[config.mk]
export PLATFORM = sky130hd
export DESIGN_NAME = left_shift_iter
export DESIGN_NICKNAME = d
export VERILOG_FILES = /design/src/rtl/left_shift_iter_pkg.sv /design/src/rtl/left_shift_stage.sv /design/src/rtl/left_shift_iter.sv
export SDC_FILE = /design/constraint.sdc
export NUM_CORES = 1
export LEC_CHECK = 0
export ABC_AREA = 1
export CAP_MARGIN = 20
export CELL_PAD_IN_SITES_DETAIL_PLACEMENT = 2
export CELL_PAD_IN_SITES_GLOBAL_PLACEMENT = 2
export CORE_ASPECT_RATIO = 1.25
export CORE_MARGIN = 3
export CORE_UTILIZATION = 29
export DETAILED_ROUTE_END_ITERATION = 7
export GPL_TIMING_DRIVEN = 1
export PLACE_DENSITY_LB_ADDON = 0.1
export RECOVER_POWER = 25
export SYNTH_ARGS = -nofsm -noshare
export SYNTH_HDL_FRONTEND = slang
export SYNTH_SLANG_ARGS = --single-unit
[constraint.sdc]
create_clock -name clock -period 5.9 [get_ports clock]
set_clock_uncertainty 0.15 [all_clocks]
set_input_delay 1.18 -clock clock [delete_from_list [all_inputs] [get_ports clock]]
set_output_delay 1.18 -clock clock [all_outputs]
set_load 0.01 [all_outputs]
[src/rtl/left_shift_iter_pkg.sv]
// Shared ALU shift-path definitions.
//   WIDTH      : operand/result width (fixed at 32 for this revision)
//   SHAMT_W    : shift-amount width, log2(WIDTH)
//   NUM_STAGES : number of power-of-two stages (1, 2, 4, 8, 16)
//   K_W        : width of the stage counter
//   state_t    : control FSM states of the iterative shifter
package left_shift_iter_pkg;

  localparam int WIDTH      = 32;
  localparam int SHAMT_W    = 5;
  localparam int NUM_STAGES = SHAMT_W;
  localparam int K_W        = 3;

  typedef enum logic [1:0] {
    IDLE  = 2'd0,
    SHIFT = 2'd1,
    DONE  = 2'd2
  } state_t;

endpackage

[src/rtl/left_shift_stage.sv]
// One power-of-two stage of the iterative left shifter (combinational).
//   acc      : current accumulator value
//   k        : stage index, shift distance is 2^k
//   en       : apply the stage (amt[k] set); when low acc passes through
//   sgn      : sign of the original operand
//   acc_next : accumulator after this stage
//   lost_bit : a 1 exits the top of the word in this stage
//   mism_bit : an exiting bit differs from the original sign
module left_shift_stage
  import left_shift_iter_pkg::*;
(
  input  logic [WIDTH-1:0] acc,
  input  logic [K_W-1:0]   k,
  input  logic             en,
  input  logic             sgn,
  output logic [WIDTH-1:0] acc_next,
  output logic             lost_bit,
  output logic             mism_bit
);

  // All five fixed-distance candidates are built in parallel; the stage
  // index only picks one, so every shift here is just wiring.
  logic [WIDTH-1:0] cand_acc  [NUM_STAGES];
  logic             cand_lost [NUM_STAGES];
  logic             cand_mism [NUM_STAGES];

  genvar gi;
  generate
    for (gi = 0; gi < NUM_STAGES; gi++) begin : g_stage
      localparam int STEP = 1 << gi;
      assign cand_acc[gi]  = acc << STEP;
      assign cand_lost[gi] = |acc[WIDTH-1 -: STEP];
      assign cand_mism[gi] = |(acc[WIDTH-1 -: STEP] ^ {STEP{sgn}});
    end
  endgenerate

  always_comb begin
    acc_next = acc;
    lost_bit = 1'b0;
    mism_bit = 1'b0;
    for (int i = 0; i < NUM_STAGES; i++) begin
      if (en && (k == i[K_W-1:0])) begin
        acc_next = cand_acc[i];
        lost_bit = cand_lost[i];
        mism_bit = cand_mism[i];
      end
    end
  end

endmodule

[src/rtl/left_shift_iter.sv]
// Multicycle logical left shifter: one power-of-two stage per clock,
// LSB of shamt first, fixed 5-stage latency.
//   clock, reset_n       : clock, asynchronous active-low reset
//   in_valid / in_ready  : operand handshake (A, shamt)
//   out_valid / out_ready: result handshake (shift, lost, ovf)
//   shift                : A << shamt, zero filled
//   lost                 : a 1 was shifted out of the top bit
//   ovf                  : result differs from A*2^shamt in two's complement
module left_shift_iter
  import left_shift_iter_pkg::*;
(
  input  logic               clock,
  input  logic               reset_n,
  input  logic               in_valid,
  output logic               in_ready,
  input  logic [WIDTH-1:0]   A,
  input  logic [SHAMT_W-1:0] shamt,
  output logic               out_valid,
  input  logic               out_ready,
  output logic [WIDTH-1:0]   shift,
  output logic               lost,
  output logic               ovf
);

  state_t             state_reg, state_next;
  logic [WIDTH-1:0]   acc_reg;
  logic [SHAMT_W-1:0] amt_reg;
  logic [K_W-1:0]     k_reg;
  logic               sgn_reg;
  logic               lost_reg;
  logic               ovf_reg;

  logic               accept;
  logic               last_stage;
  logic               stage_en;
  logic [WIDTH-1:0]   stage_acc;
  logic               stage_lost;
  logic               stage_mism;

  assign accept     = in_valid & in_ready;
  assign last_stage = (k_reg == K_W'(NUM_STAGES - 1));
  assign stage_en   = (state_reg == SHIFT) & amt_reg[k_reg];

  left_shift_stage u_stage (
    .acc      (acc_reg),
    .k        (k_reg),
    .en       (stage_en),
    .sgn      (sgn_reg),
    .acc_next (stage_acc),
    .lost_bit (stage_lost),
    .mism_bit (stage_mism)
  );

  // State register
  always_ff @(posedge clock or negedge reset_n) begin
    if (!reset_n) begin
      state_reg <= IDLE;
    end else begin
      state_reg <= state_next;
    end
  end

  // Next-state logic
  always_comb begin
    state_next = state_reg;
    case (state_reg)
      IDLE:    if (accept) state_next = SHIFT;
      SHIFT:   if (last_stage) state_next = DONE;
      DONE: begin
        // A new operand may be taken on the same edge the result leaves.
        if (out_ready) state_next = accept ? SHIFT : IDLE;
      end
      default: state_next = IDLE;
    endcase
  end

  // Output decode: results are only exposed in DONE, everything else reads 0.
  always_comb begin
    in_ready  = 1'b0;
    out_valid = 1'b0;
    shift     = '0;
    lost      = 1'b0;
    ovf       = 1'b0;
    case (state_reg)
      IDLE: in_ready = 1'b1;
      DONE: begin
        in_ready  = out_ready;
        out_valid = 1'b1;
        shift     = acc_reg;
        lost      = lost_reg;
        // Exiting bits cover all but the final sign position; check it here.
        ovf       = ovf_reg | (acc_reg[WIDTH-1] != sgn_reg);
      end
      default: ;
    endcase
  end

  // Datapath registers
  always_ff @(posedge clock or negedge reset_n) begin
    if (!reset_n) begin
      acc_reg  <= '0;
      amt_reg  <= '0;
      k_reg    <= '0;
      sgn_reg  <= 1'b0;
      lost_reg <= 1'b0;
      ovf_reg  <= 1'b0;
    end else if (accept) begin
      acc_reg  <= A;
      amt_reg  <= shamt;
      k_reg    <= '0;
      sgn_reg  <= A[WIDTH-1];
      lost_reg <= 1'b0;
      ovf_reg  <= 1'b0;
    end else if (state_reg == SHIFT) begin
      acc_reg  <= stage_acc;
      lost_reg <= lost_reg | stage_lost;
      ovf_reg  <= ovf_reg | stage_mism;
      k_reg    <= k_reg + 1'b1;
    end
  end

endmodule

Yosys cells after proc, flatten, opt, wreduce, memory -nomap -nowiden
Cells that the tools add are included.
{"block": "op_classes", "bitwise": 10, "muxes": 35, "n_addsub": 1, "n_lt_le_gt_ge": 1, "eq_ne": 10, "n_reduce_logical": 19}
{"cell": "two-way mux 32 bit", "count": 8}
{"cell": "OR reduction 16 bit", "count": 2}
{"cell": "two-way mux 1 bit", "count": 19}
{"cell": "OR reduction 8 bit", "count": 2}
{"cell": "XOR 16 bit", "count": 1}
{"cell": "OR reduction 4 bit", "count": 2}
{"cell": "XOR 8 bit", "count": 1}
{"cell": "equality test 3 x 2 -> 1 bit (second input constant)", "count": 2}
{"cell": "two-way mux 2 bit", "count": 3}
{"cell": "two-way mux 3 bit", "count": 2}
{"cell": "!= test 2 bit (second input constant)", "count": 3}
{"cell": "case mux 2 bit (3 select lines)", "count": 1}
{"cell": "nonzero test 6 bit", "count": 1}
{"cell": "logical AND 1 bit", "count": 5}
{"cell": "< comparator 3 x 4 -> 1 bit (second input constant)", "count": 1}
{"cell": "OR reduction 2 bit", "count": 2}
{"cell": "XOR 4 bit", "count": 1}
{"cell": "adder 3 x 1 -> 3 bit (second input constant)", "count": 1}
{"cell": "binary-select mux 1 bit (select 3 bit)", "count": 1}
{"cell": "equality test 3 x 1 -> 1 bit (second input constant)", "count": 1}
{"cell": "equality test 3 bit (second input constant)", "count": 1}
{"cell": "logical NOT 3 bit", "count": 1}
{"cell": "bitwise OR 1 bit", "count": 3}
{"cell": "AND reduction 3 bit", "count": 1}
{"cell": "10 further kinds", "count": 11}
{"block": "totals", "ff_bits": 45}

Longest topological paths before layout
Gate-level depths: netlist of run 1.
{"block": "depth", "word_depth": 12, "mapped_depth": 15, "depth_no_buf": 14}

Modules after synthesis
Synthesis of run 1 repeated with hierarchy kept, for this count alone.
{"block": "unflattened", "cells_unflattened": 755, "area_unflattened_um2": 4344.2}
{"module": "left_shift_iter", "cells_each": 337, "area_per_inst_um2": 2509.9, "n_inst": 1, "seq_area_each_um2": 1126.1}
{"module": "left_shift_stage", "cells_each": 418, "area_per_inst_um2": 1834.3, "n_inst": 1, "seq_area_each_um2": 0.0}

Least setup slack after synthesis of run 1
OpenSTA, ideal clock, no wires.
{"block": "synth_path", "kind": "input to output", "start": "in out_ready", "end": "out in_ready", "path_slack_ns": 3.134, "path_stages": 2, "t_arrival_ns": 1.436, "cell_sequence": "inv_1 a21oi_1"}
{"block": "synth_via", "elab_chain_len": 1}
{"item": "from (decl)", "line": "left_shift_iter.sv:19", "rtl": "input logic out_ready,"}
{"item": "case mux 1 bit (2 select lines)", "line": "left_shift_iter.sv:84", "rtl": "case (state_reg)"}
{"item": "to (decl)", "line": "left_shift_iter.sv:15", "rtl": "output logic in_ready,"}
Every way passes these cells.

Final worst setup path of run 1
{"block": "layout_path", "start": "reg state_reg[0]", "end": "out shift[19]"}
{"block": "layout_via", "elab_chain_len": 2}
{"item": "from (decl)", "line": "left_shift_iter.sv:25", "rtl": "state_t state_reg, state_next;"}
{"item": "from (signal assigned)", "line": "left_shift_iter.sv:59", "rtl": "state_reg <= state_next;"}
{"item": "equality test 2 bit", "line": "left_shift_iter.sv:84"}
{"item": "two-way mux 32 bit", "line": "left_shift_iter.sv:84"}
{"item": "to (decl)", "line": "left_shift_iter.sv:20", "rtl": "output logic [WIDTH-1:0] shift,"}
Every way passes these cells.

==> flow_summary_export.csv, run 1 <==
group,metric,value,unit
timing,timing.hold.ws,0.333,ns
layout,drive_above_1_share,5.19,%
layout,antenna-diode-count,0,
status,outcome,"finished with violations",
critical_path,r2r_slack,2.75,ns
synthesis,ys_warn_count,0,
power_and_ir_drop,switching_share,56.0,%
timing,final_hold_viol_count,0,
layout,nNetsFinal,777,
detailed_routing,drt-pass1-iter-count,4,
synthesis,yosys_register_bits,45,
hold_path,worstHoldPathType,"reg -> reg",
detailed_routing,viasPerCell,5.22,
place,place_inst,892,
power_and_ir_drop,pwr-share-clk,12.5,%
detailed_routing,wire_per_inst,19.0,um
synthesis,synth.most_common_cell,"nand2_1",
critical_path,path_max_fanout,19,
cts,insertion_delay,0.30,ns
timing,fmax,0.259,GHz
critical_path,cp_data_required_time,4.57,ns
cts,htreeDepth,2,
synthesis,netlist_area,4040,um^2
timing,worst_slack,2.04,ns
power_and_ir_drop,powerDensity,606,nW/um^2
cts,cts-resized-gates,0,
critical_path,end_kind,"output port",
floorplan,die_y,138,um
cts,cts_buffer_depth,2,
timing,setup_tns,0,ns
hold_path,worst_hold_path.num_cells,2,
synthesis,synth_fp_nets,725,
status,violations,"max-capacitance violations, max-slew violations",
global_routing,grt_pass1_wl,28.2,mm
floorplan,ios,77,
cts,cts_root_buf,"clkbuf_16",
timing,final_max_slew_viol_count,46,
critical_path,startpoint_type,"flop",
layout,areaGrowthSynthToFinish,25.9,%
detailed_routing,via_count,4713,
cts,path_clk_slew,0.07,ns
power_and_ir_drop,p_sw,1.73,mW
floorplan,start_util,30.1,%
synthesis,syn_avg_cell_area,5.95,um^2
critical_path,reg2regPathDepth,11,
synthesis,synth_top_cell_area_share,27.9,%
place,dp_hpwl,11.9,mm
global_routing,grt_pass1_vias,5205,
global_routing,grt_usage,23.0,%
power_and_ir_drop,power,3.08,mW
synthesis,ys.flop_type,"dfrtp_1",
synthesis,synth_area_leaders,"dfrtp_1, nand2_1, nor2_1, inv_1, nand4_1",
layout,fill_cells,1684,
cts,cts_tree,"yes",
cts,ctsHoldBuffers,0,
synthesis,async_flop_share,100,%
timing,period_needed,3.86,ns
floorplan,rows,47,
critical_path,crit_arrival,2.53,ns
timing,tightest_slew,2.87,ns
timing,rsz0062_at_grt,"no",
critical_path,reg2reg_from,"k_reg[0]$_DFFE_PN0P_",
synthesis,synth_edf_count,0,
power_and_ir_drop,ir_drop,0.281,mV
job,timing.max_cap.violations,1,
critical_path,endpoint,"shift[19]",
floorplan,fp.dieArea,15400,um^2
floorplan,core,13400,um^2
cts,post-cts-setup-buffers,0,
detailed_routing,drtAntennaViolNets,0,
place,pre_cts_ws,2.04,ns
timing,setup_viol,0,
power_and_ir_drop,seqPwrFrac,21.1,%
critical_path,critPathLaunch,"state_reg[0]$_DFFE_PN0P_",
power_and_ir_drop,combPwrFrac,66.4,%
layout,multi_input_area,2360,um^2
cts,clock-sinks,45,
synthesis,ys_types,33,
timing,relSlewSlack,-91.2,%
cts,cts-buffers-inserted,5,
detailed_routing,drt_iter0_markers,194,
layout,fin_cells,903,
place,gp_congestion,0.798,
global_routing,antenna_found_initial,0,
critical_path,reg2reg_to,"acc_reg[9]$_DFFE_PN0P_",
detailed_routing,wl,17.1,mm
layout,regArea,1130,um^2
synthesis,yosys-top-cells-count,"nand2_1, nor2_1, inv_1",
floorplan,die_w,112,um
place,io_buffer_count,76,
global_routing,grt_max_degree,46,
synthesis,syn_inst,679,
layout,largest_reg_flops,32,
timing,period_share,65.4,%
synthesis,ys_seq_area_share,27.9,%
global_routing,overflow,0,
critical_path,path_class,"reg -> out",
synthesis,synth_top_area_cell,"dfrtp_1",
power_and_ir_drop,p_leak,2.57,nW
detailed_routing,drc_errors,0,
power_and_ir_drop,intPower,1.36,mW
==> stage by stage <==
step / util, % / area (um^2)
after detailed placement: 36.0 / 4820
after global routing: 37.9 / 5080
after global placement: 36.0 / 4820
after CTS: 37.4 / 5010
after floorplan: - / 4040
final: 37.9 / 5080
==> critical path: stages (launching register included) <==
cell and delay, ns:
dfrtp_1 0.42, nor2_1 0.20, clkinv_1 0.54, buf_16 0.38
nor2_1 0.12, clkdlybuf4s50_1 0.55
==> layout by cell type, fill, tap and decap left out, types with 2 or more instances in the layout <==
master	netlist	layout
nand2_1	230	230
nor2_1	88	88
inv_1	81	81
clkdlybuf4s50_1	0	75
dfrtp_1	45	45
nand3_1	41	41
nand4_1	38	38
a21oi_1	34	34
o21ai_1	27	27
o21ai_0	9	9
o211ai_1	8	8
inv_2	6	6
ha_1	5	5
clkbuf_16	0	5
nand3_4	4	4
o22ai_1	4	4
nor2_2	3	3
buf_4	10	3
clkinv_1	2	2
nand2_2	2	2
nand3_2	2	2
a31oi_1	2	2
clkinv_2	1	2
bufinv_16	0	2
buf_16	0	2
==> how the worst min path moves through the flow <==
stage	slack, ns	endpoint	startpoint
after floorplan	0.30	amt_reg[0]$_DFFE_PN0P_	amt_reg[0]$_DFFE_PN0P_
after global routing	0.37	amt_reg[0]$_DFFE_PN0P_	amt_reg[0]$_DFFE_PN0P_
after detailed placement	0.32	amt_reg[0]$_DFFE_PN0P_	amt_reg[0]$_DFFE_PN0P_
after CTS	0.34	amt_reg[0]$_DFFE_PN0P_	amt_reg[0]$_DFFE_PN0P_
final	0.33	amt_reg[0]$_DFFE_PN0P_	amt_reg[0]$_DFFE_PN0P_
after global placement	0.32	amt_reg[0]$_DFFE_PN0P_	amt_reg[0]$_DFFE_PN0P_
==> per-layer routing <==
layer / global-route usage (%) / part of all wire [%]
met4: 5.00 / 1.0
met5: 0 / 0
met1: 27.7 / 43
met2: 44.1 / 53
met3: 2.58 / 2.7
==> logic make-up (layout without fill, tap and decap cells) <==
logic type                 after synthesis  after routing  share of synthesized area [%]
AOI/OAI and AO/OA                       89             89                           12.4
buffers and inverters                  128            181                           13.7
adders and majority gates                5              5                           1.55
DFF                                     45             45                           27.9
and+or+nand+nor                        412            412                           44.4
==> area by class of cell <==
cell class | count | area share (%)
multi-input combinational | 506 | 46.4
sequential | 45 | 22.2
timing repair buffer | 83 | 16.9
inverter | 90 | 6.67
tap | 171 | 4.21
clock buffer | 5 | 2.46
clock inverter | 3 | 1.28
==> power by group through the flow <==
stage                     registers (mW)  logic, mW  clock network [mW]
after floorplan                    0.581       1.48                   0
after global placement             0.646       1.90                   0
after detailed placement           0.656       1.99                   0
after CTS                          0.651       2.00               0.391
after global routing               0.678       2.35               0.406
final                              0.652       2.05               0.385
Power figures use the tool's default switching activity.
==> run 2, diff against run 1 <==
CORE_UTILIZATION = 25   (was 29)
clock period = 3.3 ns   (was 5.9 ns; I/O delays follow)
==> flow_summary_export.csv, run 2 (same netlist as run 1, synthesis figures left out) <==
group,metric,value,unit
detailed_routing,drc_errors,0,
critical_path,worst_path_most_repeated_cell,"nor2_1",
cts,cts_tree,"yes",
global_routing,grt_pass1_vias,5179,
global_routing,grt_max_degree,45,
place,pre_cts_ws,0.190,ns
timing,relSlewSlack,19.3,%
detailed_routing,drtAntennaViolNets,0,
timing,timing.hold.ws,0.333,ns
detailed_routing,viasPerCell,4.95,
critical_path,r2r_slack,0.37,ns
critical_path,slowest_stage,"clkdlybuf4s50_1",
layout,antenna-diode-count,0,
detailed_routing,wl_met3,414,um
detailed_routing,wl_met1,7.69,mm
critical_path,startpoint_type,"flop",
job,timing.max_cap.violations,0,
global_routing,grt_usage,20.2,%
floorplan,rows,51,
place,dp_hpwl,12.9,mm
detailed_routing,via_count,4703,
layout,areaGrowthSynthToFinish,27.2,%
floorplan,start_util,25.7,%
layout,drive_above_1_share,6.09,%
timing,setup_tns,0,ns
global_routing,grt_pass1_wl,28.5,mm
critical_path,reg2reg_from,"k_reg[0]$_DFFE_PN0P_",
detailed_routing,drt-pass1-iter-count,4,
cts,insertion_delay,0.31,ns
floorplan,fp.dieArea,17700,um^2
layout,fill_cells,1982,
critical_path,crit_arrival,2.19,ns
global_routing,antenna_found_initial,0,
global_routing,overflow,0,
timing,period_share,90.8,%
cts,htreeDepth,2,
detailed_routing,wire_per_inst,18.4,um
cts,cts-buffers-inserted,5,
power_and_ir_drop,powerDensity,1060,nW/um^2
timing,period_needed,3.00,ns
status,outcome,"finished, final reports clean",
timing,worst_slack,0.302,ns
cts,cts_root_buf,"clkbuf_16",
hold_path,holdCritStartpoint,"amt_reg[4]$_DFFE_PN0P_",
cts,ctsHoldBuffers,0,
floorplan,core,15700,um^2
hold_path,worstHoldPathType,"reg -> reg",
detailed_routing,top_layer_used,"met4",
hold_path,worst_hold_path.num_cells,2,
layout,final_cell_mix,"nand2_1, nor2_1, inv_1",
floorplan,die_w,120,um
cts,clock-sinks,45,
floorplan,die_y,148,um
detailed_routing,drt_iter0_markers,194,
cts,post-cts-setup-buffers,0,
critical_path,reg2regPathDepth,12,
layout,nNetsFinal,784,
hold_path,hold_path_end,"amt_reg[4]$_DFFE_PN0P_",
cts,cts_buffer_depth,2,
critical_path,cp_data_required_time,2.49,ns
place,gp_congestion,0.833,
detailed_routing,met2WireLength,9.19,mm
power_and_ir_drop,ir_drop,0.450,mV
timing,final_max_slew_viol_count,0,
layout,layout_commonest_cell,"nand2_1",
layout,multi_input_area,2360,um^2
timing,final_hold_viol_count,0,
critical_path,reg2reg_to,"acc_reg[8]$_DFFE_PN0P_",
cts,cts-resized-gates,0,
timing,setup_viol,0,
place,io_buffer_count,76,
critical_path,path_class,"reg -> out",
detailed_routing,wl,17.5,mm
critical_path,path_cells,"nor2_1 -> clkinv_1 -> buf_4 -> nor2_1 -> clkdlybuf4s50_1",
layout,utilization,32.7,%
layout,regArea,1130,um^2
timing,rsz0062_at_grt,"no",
cts,path_clk_slew,0.07,ns
timing,fmax,0.334,GHz
critical_path,end_kind,"output port",
power_and_ir_drop,p_leak,2.58,nW
critical_path,slowest_delay,0.57,ns
floorplan,ios,77,
timing,tightest_slew,1.21,ns
critical_path,path_max_fanout,32,
layout,largest_reg_flops,32,
run 2: cell count changes in the layout (fill, tap and decap cells not counted):
cell / previous run / this run
buf_16: 2 / 0
buf_2: 1 / 0
buf_4: 3 / 12
bufinv_16: 2 / 1
clkbuf_2: 0 / 1
clkinv_2: 2 / 1
inv_6: 0 / 2
nand3_2: 2 / 1
nand3_4: 4 / 5
run 2: where the power goes:
part	switching, mW	internal (mW)	leakage (nW)
registers	0.322	0.841	0.546
logic	2.51	1.15	1.95
clock network	0.265	0.364	0.0848
total	3.09	2.35	2.58
run 2: metal layers:
layer | track usage [%] | vias up
met5 | 0 | -
met2 | 37.6 | 69
met3 | 2.55 | 11
met4 | 4.01 | 0
li1 | - | 2277
met1 | 25.0 | 2346
run 2: layout make-up:
class	instances	share of cell area (%)
clock buffer	5	2.44
clock inverter	3	0.925
inverter	90	6.60
multi-input combinational	506	46.0
sequential	45	21.9
tap	212	5.16
timing repair buffer	90	16.9
run 2: worst max-delay path by stage:
| stage | from | endpoint | cells after the start |
|---|---|---|---|
| global placement | k_reg[0]$_DFFE_PN0P_ | acc_reg[2]$_DFFE_PN0P_ | 12 |
| detailed placement | k_reg[0]$_DFFE_PN0P_ | acc_reg[8]$_DFFE_PN0P_ | 12 |
| global route | k_reg[0]$_DFFE_PN0P_ | acc_reg[13]$_DFFE_PN0P_ | 12 |
| finish | state_reg[0]$_DFFE_PN0P_ | shift[11] | 5 |
| CTS | k_reg[0]$_DFFE_PN0P_ | acc_reg[8]$_DFFE_PN0P_ | 12 |
| floorplan | state_reg[0]$_DFFE_PN0P_ | shift[10] | 4 |
run 2: worst max-delay path, delay by kind of cell, from the launching register on:
kind	cells	cell delay [ns]
buffers and inverters	3	1.01
DFF	1	0.43
and+or+nand+nor	2	0.43
run 2: per-stage QoR:
step,std cells,area [um^2],power (mW)
finish,951,5140,5.45
global route,951,5140,6.07
floorplan,679,4040,3.69
CTS,950,5110,5.49
global placement,942,4940,4.65
detailed placement,942,4940,4.83
==> run 3, diff against run 2 <==
CORE_MARGIN = 2   (was 3)
==> flow_summary_export.csv, run 3 (same netlist as run 1, synthesis figures left out) <==
group,metric,value,unit
power_and_ir_drop,p_leak,2.57,nW
place,io_buffer_count,76,
layout,areaGrowthSynthToFinish,26.7,%
layout,antenna-diode-count,0,
cts,cts-buffers-inserted,5,
timing,fmax,0.339,GHz
timing,final_max_slew_viol_count,0,
power_and_ir_drop,combPwrFrac,66.5,%
timing,period_needed,2.95,ns
layout,nNetsFinal,784,
power_and_ir_drop,ir_drop,0.352,mV
layout,final_cell_mix,"nand2_1, nor2_1, inv_1",
global_routing,overflow,0,
detailed_routing,wire_per_inst,18.1,um
place,dp_hpwl,12.9,mm
power_and_ir_drop,switching_share,57.2,%
place,pre_cts_ws,0.338,ns
hold_path,worst_hold_path.num_cells,2,
cts,cts_root_buf,"clkbuf_16",
timing,rsz0062_at_grt,"no",
critical_path,r2r_slack,0.38,ns
detailed_routing,viasPerCell,4.98,
cts,ctsHoldBuffers,0,
cts,insertion_delay,0.31,ns
floorplan,die_w,118,um
critical_path,path_max_fanout,32,
critical_path,reg2regPathDepth,12,
floorplan,die_y,146,um
place,dpl_cell_area,4950,um^2
power_and_ir_drop,intPower,2.31,mW
timing,timing.hold.ws,0.334,ns
timing,period_share,89.5,%
hold_path,hold_path_end,"amt_reg[3]$_DFFE_PN0P_",
hold_path,worstHoldPathType,"reg -> reg",
job,timing.max_cap.violations,0,
floorplan,start_util,25.7,%
timing,worst_slack,0.346,ns
timing,relSlewSlack,7.73,%
timing,final_hold_viol_count,0,
timing,setup_tns,0,ns
detailed_routing,drt-pass1-iter-count,4,
layout,largest_reg_flops,32,
place,place_inst,943,
cts,htreeDepth,2,
global_routing,grt_usage,20.4,%
cts,path_clk_slew,0.08,ns
layout,post-route-cell-area,5120,um^2
power_and_ir_drop,power,5.39,mW
place,gp_congestion,0.776,
critical_path,cp_data_required_time,2.49,ns
critical_path,end_kind,"output port",
detailed_routing,drtAntennaViolNets,0,
floorplan,fp.dieArea,17200,um^2
power_and_ir_drop,powerDensity,1050,nW/um^2
critical_path,crit_arrival,2.14,ns
global_routing,grt_max_degree,45,
critical_path,reg2reg_to,"acc_reg[1]$_DFFE_PN0P_",
power_and_ir_drop,p_sw,3.08,mW
layout,fin_cells,951,
detailed_routing,via_count,4732,
cts,cts_tree,"yes",
global_routing,grt_pass1_wl,28.1,mm
timing,setup_viol,0,
cts,cts_buffer_depth,2,
layout,layout_commonest_cell,"nand2_1",
detailed_routing,drt_iter0_markers,157,
global_routing,grt_pass1_vias,5183,
critical_path,startpoint_type,"flop",
cts,post-cts-setup-buffers,0,
power_and_ir_drop,seqPwrFrac,21.6,%
status,outcome,"finished, final reports clean",
detailed_routing,drc_errors,0,
critical_path,reg2reg_from,"k_reg[0]$_DFFE_PN0P_",
timing,tightest_slew,1.38,ns
cts,cts-resized-gates,0,
layout,utilization,32.6,%
cts,clock-sinks,45,
detailed_routing,wl,17.2,mm
power_and_ir_drop,pwr-share-clk,11.9,%
hold_path,holdCritStartpoint,"amt_reg[3]$_DFFE_PN0P_",
floorplan,ios,77,
layout,fill_cells,1989,
layout,drive_above_1_share,6.09,%
critical_path,path_class,"reg -> out",
floorplan,rows,51,
floorplan,core,15700,um^2
global_routing,antenna_found_initial,0,
## run 3: cell counts in the layout (fill, tap and decap cells not counted)
No cell type changed its count.
## run 3: worst max-delay path, cell delays in order, from the launching register on
cell and delay, ns:
dfrtp_1 0.43, nor2_1 0.22, clkinv_1 0.14, buf_4 0.27, nor2_1 0.19, clkdlybuf4s50_1 0.57
## run 3: worst max-delay path by stage
stage,from,end,slack (ns),cells past startpoint
floorplan,state_reg[0]$_DFFE_PN0P_,shift[10],1.23,4
global placement,out_ready,acc_reg[27]$_DFFE_PN0P_,0.56,10
detailed placement,k_reg[0]$_DFFE_PN0P_,acc_reg[8]$_DFFE_PN0P_,0.34,12
CTS,state_reg[1]$_DFFE_PN0P_,shift[11],0.30,6
global route,state_reg[1]$_DFFE_PN0P_,shift[11],0.10,6
finish,state_reg[0]$_DFFE_PN0P_,shift[11],0.35,5
## run 3: cell type report
| class | instances | area, um^2 | area share [%] |
|---|---|---|---|
| sequential | 45 | 1130 | 22.0 |
| multi-input combinational | 506 | 2360 | 46.1 |
| inverter | 90 | 339 | 6.63 |
| tap | 212 | 265 | 5.18 |
| clock buffer | 5 | 125 | 2.44 |
| timing repair buffer | 90 | 857 | 16.7 |
| clock inverter | 3 | 47.5 | 0.929 |
## run 3: power by group through the flow
stage	Combinational [mW]	Clock, mW	Sequential, mW
after floorplan	2.65	0	1.04
after global placement	3.48	0	1.17
after detailed placement	3.65	0	1.18
after CTS	3.66	0.665	1.17
after global routing	4.10	0.675	1.21
final	3.58	0.642	1.16
## run 3: routing by layer
layer	up-vias	track usage [%]	part of all wire (%)
met2	71	38.1	53
met4	0	4.04	1.1
met1	2379	25.0	44
met3	8	2.30	2.1
li1	2274	-	-
met5	-	0	0
